File: src/rtl/pll_conf_pkg.sv
// Shared state encoding and constants for the clock-synthesizer
// PLL configuration sequencer.
package pll_conf_pkg;

    typedef enum logic [2:0] {
        ST_IDLE,
        ST_FETCH,
        ST_LOAD,
        ST_REG,
        ST_VAL,
        ST_GAP,
        ST_SETTLE,
        ST_FAIL
    } pll_state_e;

    localparam logic [6:0] PLL_I2C_ADDR = 7'h60;
    localparam int PLL_CONF_ENTRY_W = 16;

endpackage

File: src/rtl/settle_timer.sv
// Loadable down-counter; stops at zero and flags it.
// Holds the PLL settle interval after the last register write.
module settle_timer #(
    parameter int W = 16
) (
    input  logic         clk,
    input  logic         nreset,
    input  logic         load,
    input  logic [W-1:0] load_val,
    output logic         zero
);

    logic [W-1:0] cnt;

    always_ff @(posedge clk) begin
        if (!nreset) begin
            cnt <= '0;
        end else if (load) begin
            cnt <= load_val;
        end else if (cnt != '0) begin
            cnt <= cnt - 1'b1;
        end
    end

    assign zero = (cnt == '0);

endmodule

File: src/rtl/pll_conf_sequencer.sv
// Walks a ROM profile of {reg, value} pairs and writes each pair to
// the external PLL over I2C, with retries and a post-load settle wait.
module pll_conf_sequencer
    import pll_conf_pkg::*;
#(
    parameter int         ENTRIES       = 63,
    parameter int         PROFILES      = 3,
    parameter int         BOOT_PROFILE  = 2,
    parameter logic [6:0] I2C_ADDR      = PLL_I2C_ADDR,
    parameter int         MAX_RETRIES   = 3,
    parameter int         SETTLE_CYCLES = 48_000
) (
    input  logic                        clk,
    input  logic                        nreset,
    input  logic                        start,
    input  logic [1:0]                  profile,
    output logic                        busy,
    output logic                        pll_ready,
    output logic                        error,
    output logic [7:0]                  err_entry,
    output logic [7:0]                  rom_addr,
    input  logic [PLL_CONF_ENTRY_W-1:0] rom_data,
    output logic                        i2c_cmd_active,
    output logic [6:0]                  i2c_cmd_addr,
    output logic                        i2c_cmd_read,
    output logic                        i2c_data_valid,
    output logic [7:0]                  i2c_data_in,
    input  logic                        i2c_data_ready,
    input  logic                        i2c_addr_err,
    input  logic                        i2c_data_err
);

    localparam int RW = $clog2(MAX_RETRIES + 1);
    localparam int SW = (SETTLE_CYCLES > 2) ? $clog2(SETTLE_CYCLES) : 1;

    localparam logic [7:0]    ENT8      = 8'(ENTRIES);
    localparam logic [7:0]    LAST_IDX  = 8'(ENTRIES - 1);
    localparam logic [2:0]    NPROF     = 3'(PROFILES);
    localparam logic [1:0]    BOOT_P    = 2'(BOOT_PROFILE);
    localparam logic [RW-1:0] RETRY_MAX = RW'(MAX_RETRIES);
    localparam logic [SW-1:0] SETTLE_LD = SW'(SETTLE_CYCLES - 1);

    pll_state_e    state, state_nxt;
    logic [1:0]    prof, prof_nxt;
    logic [7:0]    idx, idx_nxt;
    logic [RW-1:0] retries, retries_nxt;
    logic          retry_pend, retry_pend_nxt;
    logic [7:0]    reg_byte, val_byte;

    logic       bus_err;
    logic       bus_nxt;
    logic [7:0] data_nxt;
    logic       clear_status, bad_prof, ready_set;
    logic       settle_load, settle_zero;

    assign bus_err = i2c_addr_err | i2c_data_err;

    always_comb begin
        state_nxt      = state;
        prof_nxt       = prof;
        idx_nxt        = idx;
        retries_nxt    = retries;
        retry_pend_nxt = retry_pend;
        clear_status   = 1'b0;
        bad_prof       = 1'b0;
        ready_set      = 1'b0;
        unique case (state)
            ST_IDLE: begin
                if (start) begin
                    clear_status = 1'b1;
                    if ({1'b0, profile} >= NPROF) begin
                        bad_prof = 1'b1;
                    end else begin
                        prof_nxt       = profile;
                        idx_nxt        = '0;
                        retries_nxt    = '0;
                        retry_pend_nxt = 1'b0;
                        state_nxt      = ST_FETCH;
                    end
                end
            end
            ST_FETCH: state_nxt = ST_LOAD;
            ST_LOAD:  state_nxt = ST_REG;
            ST_REG, ST_VAL: begin
                // A NACK wins over an accept seen in the same cycle
                if (bus_err) begin
                    retries_nxt = retries + 1'b1;
                    if (retries_nxt == RETRY_MAX) begin
                        state_nxt = ST_FAIL;
                    end else begin
                        retry_pend_nxt = 1'b1;
                        state_nxt      = ST_GAP;
                    end
                end else if (i2c_data_ready) begin
                    state_nxt = (state == ST_REG) ? ST_VAL : ST_GAP;
                end
            end
            ST_GAP: begin
                if (retry_pend) begin
                    retry_pend_nxt = 1'b0;
                    state_nxt      = ST_FETCH;
                end else begin
                    retries_nxt = '0;
                    idx_nxt     = idx + 1'b1;
                    state_nxt   = (idx == LAST_IDX) ? ST_SETTLE : ST_FETCH;
                end
            end
            ST_SETTLE: begin
                if (settle_zero) begin
                    ready_set = 1'b1;
                    state_nxt = ST_IDLE;
                end
            end
            ST_FAIL: state_nxt = ST_IDLE;
            default: state_nxt = ST_IDLE;
        endcase
    end

    assign bus_nxt = (state_nxt == ST_REG) || (state_nxt == ST_VAL);

    always_comb begin
        data_nxt = 8'h00;
        if (bus_nxt) begin
            if (state == ST_LOAD) begin
                data_nxt = rom_data[15:8];
            end else if (state_nxt == ST_VAL) begin
                data_nxt = val_byte;
            end else begin
                data_nxt = reg_byte;
            end
        end
    end

    // Reloaded on every GAP entry so the last accept starts the interval
    assign settle_load = (state_nxt == ST_GAP);

    settle_timer #(
        .W(SW)
    ) u_settle (
        .clk      (clk),
        .nreset   (nreset),
        .load     (settle_load),
        .load_val (SETTLE_LD),
        .zero     (settle_zero)
    );

    always_ff @(posedge clk) begin
        if (!nreset) begin
            state      <= ST_FETCH;
            prof       <= BOOT_P;
            idx        <= '0;
            retries    <= '0;
            retry_pend <= 1'b0;
            reg_byte   <= '0;
            val_byte   <= '0;
        end else begin
            state      <= state_nxt;
            prof       <= prof_nxt;
            idx        <= idx_nxt;
            retries    <= retries_nxt;
            retry_pend <= retry_pend_nxt;
            if (state == ST_LOAD) begin
                reg_byte <= rom_data[15:8];
                val_byte <= rom_data[7:0];
            end
        end
    end

    always_ff @(posedge clk) begin
        if (!nreset) begin
            busy           <= 1'b0;
            pll_ready      <= 1'b0;
            error          <= 1'b0;
            err_entry      <= '0;
            rom_addr       <= '0;
            i2c_cmd_active <= 1'b0;
            i2c_data_valid <= 1'b0;
            i2c_data_in    <= '0;
        end else begin
            busy           <= (state != ST_IDLE);
            i2c_cmd_active <= bus_nxt;
            i2c_data_valid <= bus_nxt;
            i2c_data_in    <= data_nxt;
            if (state == ST_FETCH) begin
                rom_addr <= 8'(ENT8 * {6'd0, prof}) + idx;
            end
            if (clear_status) begin
                pll_ready <= 1'b0;
                error     <= 1'b0;
            end
            if (bad_prof) begin
                error     <= 1'b1;
                err_entry <= '0;
            end
            if (state == ST_FAIL) begin
                error     <= 1'b1;
                err_entry <= idx;
            end
            if (ready_set) begin
                pll_ready <= 1'b1;
            end
        end
    end

    assign i2c_cmd_addr = I2C_ADDR;
    assign i2c_cmd_read = 1'b0;

endmodule

File: config.mk
export PLATFORM = sky130hd
export DESIGN_NAME = pll_conf_sequencer
export DESIGN_NICKNAME = d
export VERILOG_FILES = /design/src/rtl/pll_conf_pkg.sv /design/src/rtl/settle_timer.sv /design/src/rtl/pll_conf_sequencer.sv
export SDC_FILE = /design/constraint.sdc
export NUM_CORES = 1
export LEC_CHECK = 0
export BUFFER_PORTS_ARGS = -buffer_cell sky130_fd_sc_hd__buf_2
export CAP_MARGIN = 20
export CORE_MARGIN = 2
export CORE_UTILIZATION = 35
export DETAILED_ROUTE_END_ITERATION = 8
export GPL_TIMING_DRIVEN = 0
export HOLD_SLACK_MARGIN = 0.05
export SLEW_MARGIN = 40
export SYNTH_ARGS = -nofsm -noshare
export SYNTH_HDL_FRONTEND = slang
export SYNTH_SLANG_ARGS = --single-unit
File: constraint.sdc
create_clock -name clk -period 5.3 [get_ports clk]
set_input_delay 0.53 -clock clk [delete_from_list [all_inputs] [get_ports clk]]
set_output_delay 0.53 -clock clk [all_outputs]
set_load 0.02 [all_outputs]
## Word-level counts from Yosys, hierarchy flattened

Index checks and enable logic that the tools add are counted.

- $add $sub $neg: 4
- Multipliers: 1
- Divide/modulo/power cells: 0
- $lt $le $gt $ge: 1
- Equality and inequality tests: 17
- Shift operators: 0
- Multiplexer cells: 41
- Bitwise gates (word level): 3
- Reductions and logical operators: 18

Operator list:

| kind | number |
|---|---|
| 8-bit 2-to-1 mux | 7 |
| 16-bit 2-to-1 mux | 2 |
| 3-bit 2-to-1 mux | 7 |
| 3-bit one-hot mux with 7 select lines | 1 |
| 3-bit equality test, second input constant | 6 |
| 16-bit logical NOT | 1 |
| 1-bit 2-to-1 mux | 16 |
| 8-bit one-hot mux with 2 select lines | 1 |
| 16-bit nonzero test | 1 |
| 16-bit by 1-bit subtractor with 16-bit output, second input constant | 1 |
| 2-bit 2-to-1 mux | 5 |
| 2-bit inequality test, second input constant | 5 |
| 5-bit AND reduction | 2 |
| 3-bit by 2-bit equality test with 1-bit output, second input constant | 3 |
| 3-bit nonzero test | 3 |
| 8-bit by 1-bit adder with 8-bit output, second input constant | 1 |
| 8-bit adder | 1 |
| 8-bit by 6-bit equality test with 1-bit output, second input constant | 1 |
| 6-bit by 2-bit multiplier with 8-bit output, first input constant | 1 |
| 2-bit nonzero test | 4 |
| 2-bit one-hot mux with 3 select lines | 1 |
| 4-bit AND reduction | 1 |
| 2-bit OR reduction | 2 |
| 3-bit by 1-bit equality test with 1-bit output, second input constant | 1 |
| other kinds (10) | 11 |

- Register bits after elaboration: 76
- Bits in latches: 0
- Bits in writable memories: 0
- Bits in read-only memories: 0
- Output and inout bits: 37
- Word-level logic and storage cells: 101
- Memories kept: 0

## Depth between registers and ports, before layout

- Depth after elaboration: 8
- Gate-level depth with buffers: 9
- Depth with buffers taken out: 9

## Cells and area by module

A second synthesis with hierarchy kept.

- Cell total of the unflattened synthesis: 466
- Area, all modules: 3,978.8 um^2

By module, submodules not included:

| module | times used | cells each | area an instance (um^2) |
|---|---|---|---|
| pll_conf_sequencer | 1 | 350 | 3,039.2 |
| settle_timer | 1 | 116 | 939.7 |

## Worst setup path after synthesis

OpenSTA, ideal clock, no wires.

- Path kind: register to register
- From: register prof[0]
- To: register rom_addr[7]
- Data arrival time: 2.187 ns
- Required time: 5.180 ns
- Slack: 2.993 ns
- Stages on the path, launching flop included: 10
- Path buffers: 0
- Clock period less this slack: 2.307 ns
- Cells stage by stage: dfxtp_1 fa_1 ha_1 inv_1 fa_1 nand2b_1 a21oi_1 o21a_1 o21ai_0 nor3b_1

- Word-level cells in the longest chain between the ends: 2

RTL lines:

| item | RTL line | source |
|---|---|---|
| start: declaration | pll_conf_sequencer.sv:44 | `logic [1:0] prof, prof_nxt;` |
| start signal: assignment | pll_conf_sequencer.sv:158 | `prof <= prof_nxt;` |
| 6-bit by 2-bit multiplier with 8-bit output | pll_conf_sequencer.sv:185 | `rom_addr <= 8'(ENT8 * {6'd0, prof}) + idx;` |
| 8-bit adder | pll_conf_sequencer.sv:185 |  |
| end signal: assignment | pll_conf_sequencer.sv:185 |  |
| end: declaration | pll_conf_sequencer.sv:21 | `output logic [7:0] rom_addr,` |

Every way passes these cells.
A chain may end at the register's enable or synchronous reset.

## Worst setup path after layout

Same ends and word-level chain as after synthesis.

==> flow_summary.toml <==
[routing]
drc = 0
vias_per_cell = 5.04
dr_total_vias = 3240
wl_um = 8900
firstDrtPassIters = 4
final_antenna_net_count = 0
avgRoutedWirePerCell_um = 13.8
drt_iter0_drc = 228

[synthesis]
synth_area_um2 = 3850
yosysUniqueCellTypes = 59
synth_top_family_by_area = "simple AND/OR/NAND/NOR gates"
synth.avg_cell_area_um2 = 8.94
synth_xor_xnor_area_share_pct = 4.55
ys_seq_area_share_pct = 39.6
synthFlopType = "dfxtp_1"
synth_compound_area_share_pct = 20.2
synth_seq_cells = 76
synthCells = 430
synth_warnings = 0
synth-async-reset-ratio_pct = 0
synth_adder_area_share_pct = 7.35
synth_edf_count = 0
synth_mux_area_share_pct = 0.260
synth-simple-area-share_pct = 22.0

[layout]
drive_gt1_share_pct = 18.1
areaGrowthSynthToFinish_pct = 16.8
final_nets = 541
utilization_pct = 41.6
antenna_cells = 0

[clocking]
clk_pin_slew_ns = 0.08
root_buffer = "clkbuf_8"
clockBufferDepth = 2
hold_buffers = 0
clk_latency_ns = 0.35
cts_buffers = 9
cts-resized-gates = 0
cts_sinks = 76
cts_setup_buffers = 0
cts_max_level = 3
cts_tree = "built"

[grt]
use_met1_pct = 19.0
grt_util_met3_pct = 4.90
grt-ovfl-total = 0
grt_pass1_vias = 3084
grt_use_met2_pct = 27.0
grt_usage_pct = 15.9
grt_max_degree = 14
antenna_found_initial = 0
grt_first_pass_wirelength_um = 14400
top_usage_layer = "met2"

[critical_path]
timing.rr.end = "rom_addr[7]"
arrival_ns = 2.73
worst-r2r-setup-slack_ns = 2.82
startpoint_type = "flip-flop"
path_max_fanout = 7
cp.required_ns = 5.54
critPathCaptureType = "flip-flop"
r2r-start = "prof[0]"
crit_type = "flip-flop to flip-flop"
reg2regPathDepth = 9

[timing]
rsz0062_at_grt = "false"
finalHoldViolCount = 0
setup_tns_ns = 0
slew_headroom_pct = 50.3
fin_crit_ns = 2.48
fmax_mhz = 402
clock_skew_ns = 0.00948
finalSetupViolCount = 0
fin_crit_sh_pct = 46.9
drv_slew = 0
tightest_slew_ns = 0.746

[floorplanning]
ios = 61
initial_core_util_pct = 35.6
die_area_um2 = 11800
fp.dieW_um = 109
coreArea_um2 = 10800
die_h_um = 109
rows = 38

[power]
p_sw_share_pct = 36.3
clkPwrFrac_pct = 24.5
p_sw_uw = 649
pwr-share-comb_pct = 35.7
p_leak_nw = 1.82
internal_power_mw = 1.14
power.density_nw_per_um2 = 398
ir_worst_vdd_mv = 0.264
p_seq_share_pct = 39.8

[placement]
routabilityCongestion = 0.798
dp_hpwl_um = 6460
io_buffers = 51

[outcome]
status = "complete, no violations"

[worst_hold_path]
hold_depth = 3
hold_path_end = "val_byte[0]"
min_from = "rom_data[0]"
hp-class = "primary input to flip-flop"

[job]
cap_violations = 0
==> worst max path at each step <==
stage	startpoint	to	slack, ns	cells after the start
global placement	prof[0]	rom_addr[7]	2.86	9
floorplan	prof[0]	rom_addr[7]	2.99	9
CTS	prof[0]	rom_addr[7]	2.80	9
global route	prof[0]	rom_addr[7]	2.63	9
detailed placement	prof[0]	rom_addr[7]	2.81	9
finish	prof[0]	rom_addr[7]	2.82	9
==> cell type report <==
cell class,count,area (um2)
plain buffers,29,163
clock buffers,11,131
clock inverters,5,61.3
fillers,1104,6300
inverters,17,63.8
multi-input cells,314,2120
flip-flops and latches,76,1520
well taps,140,175
repair buffers,51,255
==> cell families after synthesis <==
logic type / after synthesis
fa+ha+maj: 19
compound gates: 117
simple gates: 149
xor+xnor: 20
flops: 76
buf+inv: 46
other cells: 2
mux: 1
==> critical path, stage by stage, from the launching register on <==
cell      delay [ns]
dfxtp_1         0.45
fa_1            0.59
ha_1            0.16
inv_1           0.05
fa_1            0.40
nand2b_1        0.18
a21oi_1         0.19
o21a_1          0.15
o21ai_0         0.07
nor3b_1         0.13
==> synth_stat cells, types with 8 or more instances <==
library cell	instances	area share, %
clkbuf_1	14	1.4
buf_4	9	1.8
o21ai_0	30	3.9
a22oi_1	8	1.6
o21a_1	22	4.3
ha_1	13	4.2
nor2b_1	21	3.4
inv_1	17	1.7
nand2_1	41	4.0
a21boi_0	13	2.5
o22ai_1	8	1.3
a21oi_1	14	1.8
dfxtp_1	76	40
nor2_1	21	2.0
xnor2_1	13	3.0
nor3_1	9	1.2
==> sequential cells by signal, indices dropped and copies added (netlist names) <==
name            cells
rom_addr            8
retry_pend          1
idx                 8
state               3
i2c_data_valid      1
i2c_data_in         8
busy                1
retries             2
prof                2
error               1
val_byte            8
pll_ready           1
err_entry           8
reg_byte            8
u_settle.cnt       16
==> layout by cell type (no fill, tap or decap), types with 3 or more instances in the layout <==
cell,n
a211oi_1,3
a21boi_0,13
a21oi_1,14
a22oi_1,8
and2_1,6
buf_2,55
buf_4,9
clkbuf_1,16
clkbuf_8,9
clkinvlp_4,3
conb_1,8
dfxtp_1,76
fa_1,6
ha_1,13
inv_1,17
nand2_1,41
nand2b_1,4
nand3_1,5
nand3b_1,5
nor2_1,21
nor2b_1,21
nor3_1,9
nor3b_1,3
nor3b_2,3
nor4_1,7
o211ai_1,3
o21a_1,22
o21ai_0,30
o22ai_1,8
or3_1,4
xnor2_1,13
xor2_1,7
==> metrics by stage <==
stage	area [um2]	worst slack [ns]	std cells	hold WS [ns]	power, mW
after floorplan	3870	2.99	436	0.440	1.22
after global placement	4300	2.86	627	0.450	1.35
after detailed placement	4300	2.81	627	0.457	1.36
after CTS	4490	2.80	643	0.400	1.81
after global routing	4490	2.63	643	0.399	1.92
final	4490	2.82	643	0.416	1.79
==> metal layers <==
metal  up-vias  wire length [um]
met1      1535              4180
met4         0               145
met2        58              4220
met5         -                 0
met3        13               349
li1       1634                 -
==> power by group through the flow <==
stage | clock network, mW | logic (mW) | registers, mW
after detailed placement | 0 | 0.638 | 0.725
after floorplan | 0 | 0.477 | 0.738
after global routing | 0.480 | 0.716 | 0.724
after CTS | 0.456 | 0.644 | 0.712
after global placement | 0 | 0.628 | 0.724
final | 0.438 | 0.640 | 0.712
Note: power is estimated with default switching activity, not from simulation.
